### config.mk
export PLATFORM = sky130hd
export DESIGN_NAME = harris_frame_ctrl
export DESIGN_NICKNAME = d
export VERILOG_FILES = /design/src/rtl/harris_pkg.sv /design/src/rtl/pixel_pos_counter.sv /design/src/rtl/harris_frame_ctrl.sv
export SDC_FILE = /design/constraint.sdc
export NUM_CORES = 1
export LEC_CHECK = 0
export ABC_AREA = 1
export CELL_PAD_IN_SITES_DETAIL_PLACEMENT = 0
export CELL_PAD_IN_SITES_GLOBAL_PLACEMENT = 1
export CORE_ASPECT_RATIO = 2
export CORE_MARGIN = 2
export CORE_UTILIZATION = 25
export DETAILED_ROUTE_END_ITERATION = 16
export PLACE_DENSITY_LB_ADDON = 0.1
export SYNTH_ARGS = -nofsm -noshare
export SYNTH_HDL_FRONTEND = slang
export SYNTH_SLANG_ARGS = --single-unit
### constraint.sdc
create_clock -name clk -period 3.1 [get_ports clk]
set_input_delay 0.31 -clock clk [delete_from_list [all_inputs] [get_ports clk]]
set_output_delay 0.31 -clock clk [all_outputs]
set_load 0.005 [all_outputs]
### src/rtl/harris_pkg.sv
// Shared definitions for the Harris corner pipeline.
//   frame_state_t : frame sequencer states
//   PIX_W         : pixel width
//   IMG_W_DEF / IMG_H_DEF / WIN_DEF : default geometry, shared with harrisDetector
package harris_pkg;

  localparam int PIX_W     = 8;
  localparam int IMG_W_DEF = 64;
  localparam int IMG_H_DEF = 64;
  localparam int WIN_DEF   = 3;

  typedef enum logic [1:0] {
    IDLE  = 2'd0,
    RUN   = 2'd1,
    FLUSH = 2'd2,
    DONE  = 2'd3
  } frame_state_t;

endpackage

### src/rtl/pixel_pos_counter.sv
// Raster position counter.
//   clk, reset : clock, synchronous active-high reset
//   clear      : return to (0,0)
//   inc        : advance one pixel (column first, then row)
//   col, row   : current position
//   last       : position is (IMG_W-1, IMG_H-1)
module pixel_pos_counter #(
  parameter int IMG_W = 64,
  parameter int IMG_H = 64,
  localparam int CW = $clog2(IMG_W),
  localparam int RW = $clog2(IMG_H)
) (
  input  logic          clk,
  input  logic          reset,
  input  logic          clear,
  input  logic          inc,
  output logic [CW-1:0] col,
  output logic [RW-1:0] row,
  output logic          last
);

  localparam logic [CW-1:0] COL_MAX = CW'(IMG_W - 1);
  localparam logic [RW-1:0] ROW_MAX = RW'(IMG_H - 1);

  always_ff @(posedge clk) begin
    if (reset || clear) begin
      col <= '0;
      row <= '0;
    end else if (inc) begin
      if (col == COL_MAX) begin
        col <= '0;
        row <= (row == ROW_MAX) ? '0 : row + 1'b1;
      end else begin
        col <= col + 1'b1;
      end
    end
  end

  assign last = (col == COL_MAX) && (row == ROW_MAX);

endmodule

### src/rtl/harris_frame_ctrl.sv
// Frame sequencer in front of harrisDetector. Takes one raw frame per start
// command under valid/ready, forwards it with raster coordinates and frame/line
// markers (1-cycle registered latency), then emits FLUSH_LEN zero pixels to
// drain the detector line buffers and pulses done.
//   clk, reset            : clock, synchronous active-high reset
//   start                 : begin a frame (honoured in IDLE only)
//   pixel / pixel_valid / pixel_ready : upstream handshake
//   det_pixel, det_valid, det_sof, det_eol, det_flush, win_valid, col, row
//                         : registered stream to the detector
//   busy                  : sequencer not idle
//   done                  : one-cycle end-of-frame pulse
//   frame_cnt             : frames completed (wraps)
module harris_frame_ctrl
  import harris_pkg::*;
#(
  parameter int IMG_W     = IMG_W_DEF,
  parameter int IMG_H     = IMG_H_DEF,
  parameter int WIN       = WIN_DEF,
  parameter int FLUSH_LEN = 136,
  localparam int CW = $clog2(IMG_W),
  localparam int RW = $clog2(IMG_H)
) (
  input  logic             clk,
  input  logic             reset,
  input  logic             start,
  input  logic [PIX_W-1:0] pixel,
  input  logic             pixel_valid,
  output logic             pixel_ready,
  output logic [PIX_W-1:0] det_pixel,
  output logic             det_valid,
  output logic             det_sof,
  output logic             det_eol,
  output logic             det_flush,
  output logic             win_valid,
  output logic [CW-1:0]    col,
  output logic [RW-1:0]    row,
  output logic             busy,
  output logic             done,
  output logic [15:0]      frame_cnt
);

  localparam int FW = $clog2(FLUSH_LEN + 1);

  frame_state_t  state, state_nxt;
  logic [FW-1:0] flush_cnt;
  logic [CW-1:0] pos_col;
  logic [RW-1:0] pos_row;
  logic          pos_last;
  logic          accept;
  logic          flush_last;

  // Ready decodes the state register only, so it never depends on pixel_valid.
  assign pixel_ready = (state == RUN);
  assign busy        = (state != IDLE);
  assign accept      = pixel_ready && pixel_valid;
  assign flush_last  = (flush_cnt == FW'(FLUSH_LEN - 1));

  pixel_pos_counter #(
    .IMG_W (IMG_W),
    .IMG_H (IMG_H)
  ) u_pos (
    .clk   (clk),
    .reset (reset),
    .clear ((state == IDLE) && start),
    .inc   (accept),
    .col   (pos_col),
    .row   (pos_row),
    .last  (pos_last)
  );

  always_ff @(posedge clk) begin
    if (reset) state <= IDLE;
    else       state <= state_nxt;
  end

  always_comb begin
    state_nxt = state;
    case (state)
      IDLE:    if (start) state_nxt = RUN;
      RUN:     if (accept && pos_last) state_nxt = FLUSH;
      FLUSH:   if (flush_last) state_nxt = DONE;
      DONE:    state_nxt = IDLE;
      default: state_nxt = IDLE;
    endcase
  end

  // Counts drain cycles already issued; parked at 0 outside FLUSH.
  always_ff @(posedge clk) begin
    if (reset || (state != FLUSH)) flush_cnt <= '0;
    else                           flush_cnt <= flush_cnt + 1'b1;
  end

  // Detector stream register. The first drain beat is issued on the edge right
  // after the last pixel is registered, so det_valid has no gap at the seam.
  // done is registered off the DONE state, landing in the first IDLE cycle.
  always_ff @(posedge clk) begin
    if (reset) begin
      det_pixel <= '0;
      det_valid <= 1'b0;
      det_sof   <= 1'b0;
      det_eol   <= 1'b0;
      det_flush <= 1'b0;
      win_valid <= 1'b0;
      col       <= '0;
      row       <= '0;
      done      <= 1'b0;
      frame_cnt <= '0;
    end else begin
      det_valid <= 1'b0;
      det_sof   <= 1'b0;
      det_eol   <= 1'b0;
      det_flush <= 1'b0;
      win_valid <= 1'b0;
      done      <= 1'b0;
      if (accept) begin
        det_pixel <= pixel;
        det_valid <= 1'b1;
        det_sof   <= (pos_col == '0) && (pos_row == '0);
        det_eol   <= (pos_col == CW'(IMG_W - 1));
        win_valid <= (pos_col >= CW'(WIN - 1)) && (pos_row >= RW'(WIN - 1));
        col       <= pos_col;
        row       <= pos_row;
      end else if (state == FLUSH) begin
        det_pixel <= '0;
        det_valid <= 1'b1;
        det_flush <= 1'b1;
      end
      if (state == DONE) begin
        done      <= 1'b1;
        frame_cnt <= frame_cnt + 1'b1;
      end
    end
  end

endmodule
==> results by group <==
Outcome
  – Status: completed

Detailed routing
  – DR pass1 iterations: 4
  – Vias: 2557
  – Post-route ant nets: 0
  – WL/cell: 14.1 um
  – Routed vias/inst: 4.42
  – Total wire length: 8140 um
  – DR iter-0 viols: 87
  – Residual DRC: 0

STA
  – Final min period: 1.95 ns
  – Worst slew pin tran: 0.537 ns
  – Setup TNS: 0 ns
  – RSZ-0062 raised after global routing: no
  – Fin. max-slew vios: 0
  – Final WS setup: 1.15 ns
  – Final Hold Fails: 0
  – Max transition margin: 64.1%
  – F_max: 0.512 GHz
  – Period utilization: 63.0%
  – Max Clock Skew: 0.00697 ns
  – Final setup viols: 0

Min path
  – HP Class: reg2reg

Finish
  – Antenna diode count: 0
  – Share of layout cells above drive strength 1: 6.38%
  – Synthesis-to-finish area growth: 35.9%
  – Final nets: 458

Clock tree
  – Clock Latency Late Sink: 0.33 ns
  – Resize count post-CTS: 0
  – Clock buffer depth: 2
  – Hold-fix buffers, CTS: 0
  – CTS sink count: 64
  – Root buf cell: clkbuf_16
  – CTS buffer count: 9
  – CTS H-tree depth: 3
  – CTS tree: yes
  – Post-CTS setup buffers: 0
  – Clock transition at path regs: 0.05 ns

Yosys
  – Syn_nets: 396
  – Syn Area/Cell: 7.41 sq um
  – Post-Syn Instances: 372
  – Syn Std Cell Area: 2760 sq um
  – Yosys cell types: 31
  – Sequential share of the synthesized area: 46.5%
  – Warnings from Yosys: 0
  – Synth Register Bits: 64

Die
  – # IOs: 56
  – Die width: 78.3 um
  – Core area: 10800 sq um
  – Die area: 11900 sq um
  – Die H: 152 um
  – Initial Util: 25.5%
  – Row cnt: 54

Global route
  – GRT Util Overall: 14.7%
  – Largest net degree at the start of global routing: 34
  – Total grt overflow: 0
  – Global-route wire length before repair: 13100 um
  – Initial antenna violation count: 0
  – Vias in the first global route: 2511

Worst setup path
  – Critical Path Start: state[0]$_SDFFE_PP0P_
  – CP most frequent cell: inv_1
  – CP required: 2.79 ns
  – Crit path depth: 4
  – Slowest-stage cell, CP: clkdlybuf4s50_1
  – Crit-path max cell delay: 0.50 ns
  – CP max FO: 4
  – WS Path Type: reg2out
  – Worst R2R Start: state[1]$_SDFFE_PP0P_
  – CP Launch Type: flip-flop
  – Reg-to-reg slack, setup: 1.15 ns
  – Arrival @ worst endpoint: 1.64 ns
  – Critical Path Sink Type: primary output
  – Reg-to-Reg End: u_pos.col[5]$_SDFFE_PP0P_
  – Delay-heaviest family, CP: buffers and inverters
  – CP Cell Sequence: inv_1, ha_1, inv_1, clkdlybuf4s50_1
  – Buf+Inv Stages, Crit Path: 3
  – Crit path capture: busy
  – R2R depth: 9

Placement
  – HPWL Detailed: 6310 um
  – GP Congestion: 0.777
  – Setup WS pre-CTS: 1.04 ns
  – IO Port Bufs: 55

Power
  – Peak supply drop: 0.329 mV
  – Overall power: 2390 uW
  – Lkg Pwr: 0.00142 uW
  – Power per cell area: 639 nW/um^2

Flow run
  – Max cap viols: 0
[report_power, final]
group / internal [uW] / switching (uW) / total [uW] / leakage (uW)
Combinational: 236 / 288 / 524 / 0.000764
Sequential: 895 / 50.7 / 945 / 0.000518
Clock: 556 / 368 / 924 / 0.000134
[cells in the mapped netlist, drive strengths merged]
cell | instances | area (sq um)
nand2 | 79 | 304
dfxtp | 64 | 1280
nor2 | 59 | 236
inv | 47 | 176
a21oi | 40 | 200
o21ai | 23 | 115
ha | 12 | 150
nand3 | 10 | 50.1
nor3 | 7 | 40.0
buf | 6 | 33.8
nand4 | 6 | 37.5
a211oi | 4 | 30.0
a31oi | 2 | 12.5
clkbuf | 2 | 7.51
nor3b | 2 | 15.0
o21a | 2 | 15.0
or2 | 2 | 12.5
nand3b | 1 | 7.51
nor4 | 1 | 6.26
o211ai | 1 | 7.51
o221ai | 1 | 8.76
xor2 | 1 | 8.76
[cell families (layout without fill, tap and decap cells)]
kind of cell / count (synthesis) / count (layout) / synth area share [%]
buf+inv: 55 / 122 / 7.90
fa+ha+maj: 12 / 12 / 5.45
simple gates: 167 / 167 / 25.7
flops: 64 / 64 / 46.5
xor+xnor: 1 / 1 / 0.318
compound gates: 73 / 73 / 14.1
[sequential cells by signal (all words and copies together), names as in the netlist, 2 cells and up]
signal	cells
frame_cnt	16
col	6
u_pos.row	6
u_pos.col	6
flush_cnt	8
det_pixel	8
state	2
row	6
[how the worst min path moves through the flow]
stage | end | startpoint | cells after the start
2_1_floorplan | flush_cnt[0]$_SDFF_PP0_ | flush_cnt[0]$_SDFF_PP0_ | 1
3_3_place_gp | flush_cnt[0]$_SDFF_PP0_ | flush_cnt[0]$_SDFF_PP0_ | 1
3_5_place_dp | flush_cnt[0]$_SDFF_PP0_ | flush_cnt[0]$_SDFF_PP0_ | 1
4_1_cts | flush_cnt[0]$_SDFF_PP0_ | flush_cnt[0]$_SDFF_PP0_ | 1
5_1_grt | flush_cnt[0]$_SDFF_PP0_ | flush_cnt[0]$_SDFF_PP0_ | 1
6_report | flush_cnt[0]$_SDFF_PP0_ | flush_cnt[0]$_SDFF_PP0_ | 1
[layer usage]
layer  part of all wire, %  global-route usage, %  vias to the layer above
met5                     0                      0                        -
met4                   2.7                   6.60                        0
met3                   2.8                   3.14                       14
met2                    60                   29.6                       51
met1                    34                   13.3                     1166
li1                      -                      -                     1326
[layout make-up]
type	instances	area, sq um
fillers	1187	7070
flip-flops and latches	64	1280
multi-input cells	253	1260
repair buffers	59	581
clock buffers	10	239
inverters	47	176
well taps	140	175
clock inverters	6	35.0
[cells in the final DEF, fill, tap and decap left out, types with 9 or more instances in the layout]
master	netlist	routed
a21oi_1	40	40
clkbuf_16	0	9
clkdlybuf4s50_1	0	55
dfxtp_1	64	64
ha_1	12	12
inv_1	46	46
nand2_1	78	78
nand3_1	10	10
nor2_1	55	55
o21ai_0	22	22
[through the flow]
stage	instance area, sq um	hold slack, ns	util (%)	std cells
6_report	3740	0.448	34.6	579
5_1_grt	3740	0.471	34.6	579
4_1_cts	3740	0.452	34.6	579
3_5_place_dp	3470	0.438	32.1	563
3_3_place_gp	3470	0.433	32.1	563
2_1_floorplan	2760	0.418	-	372
Note: power is estimated with default switching activity, not from simulation.
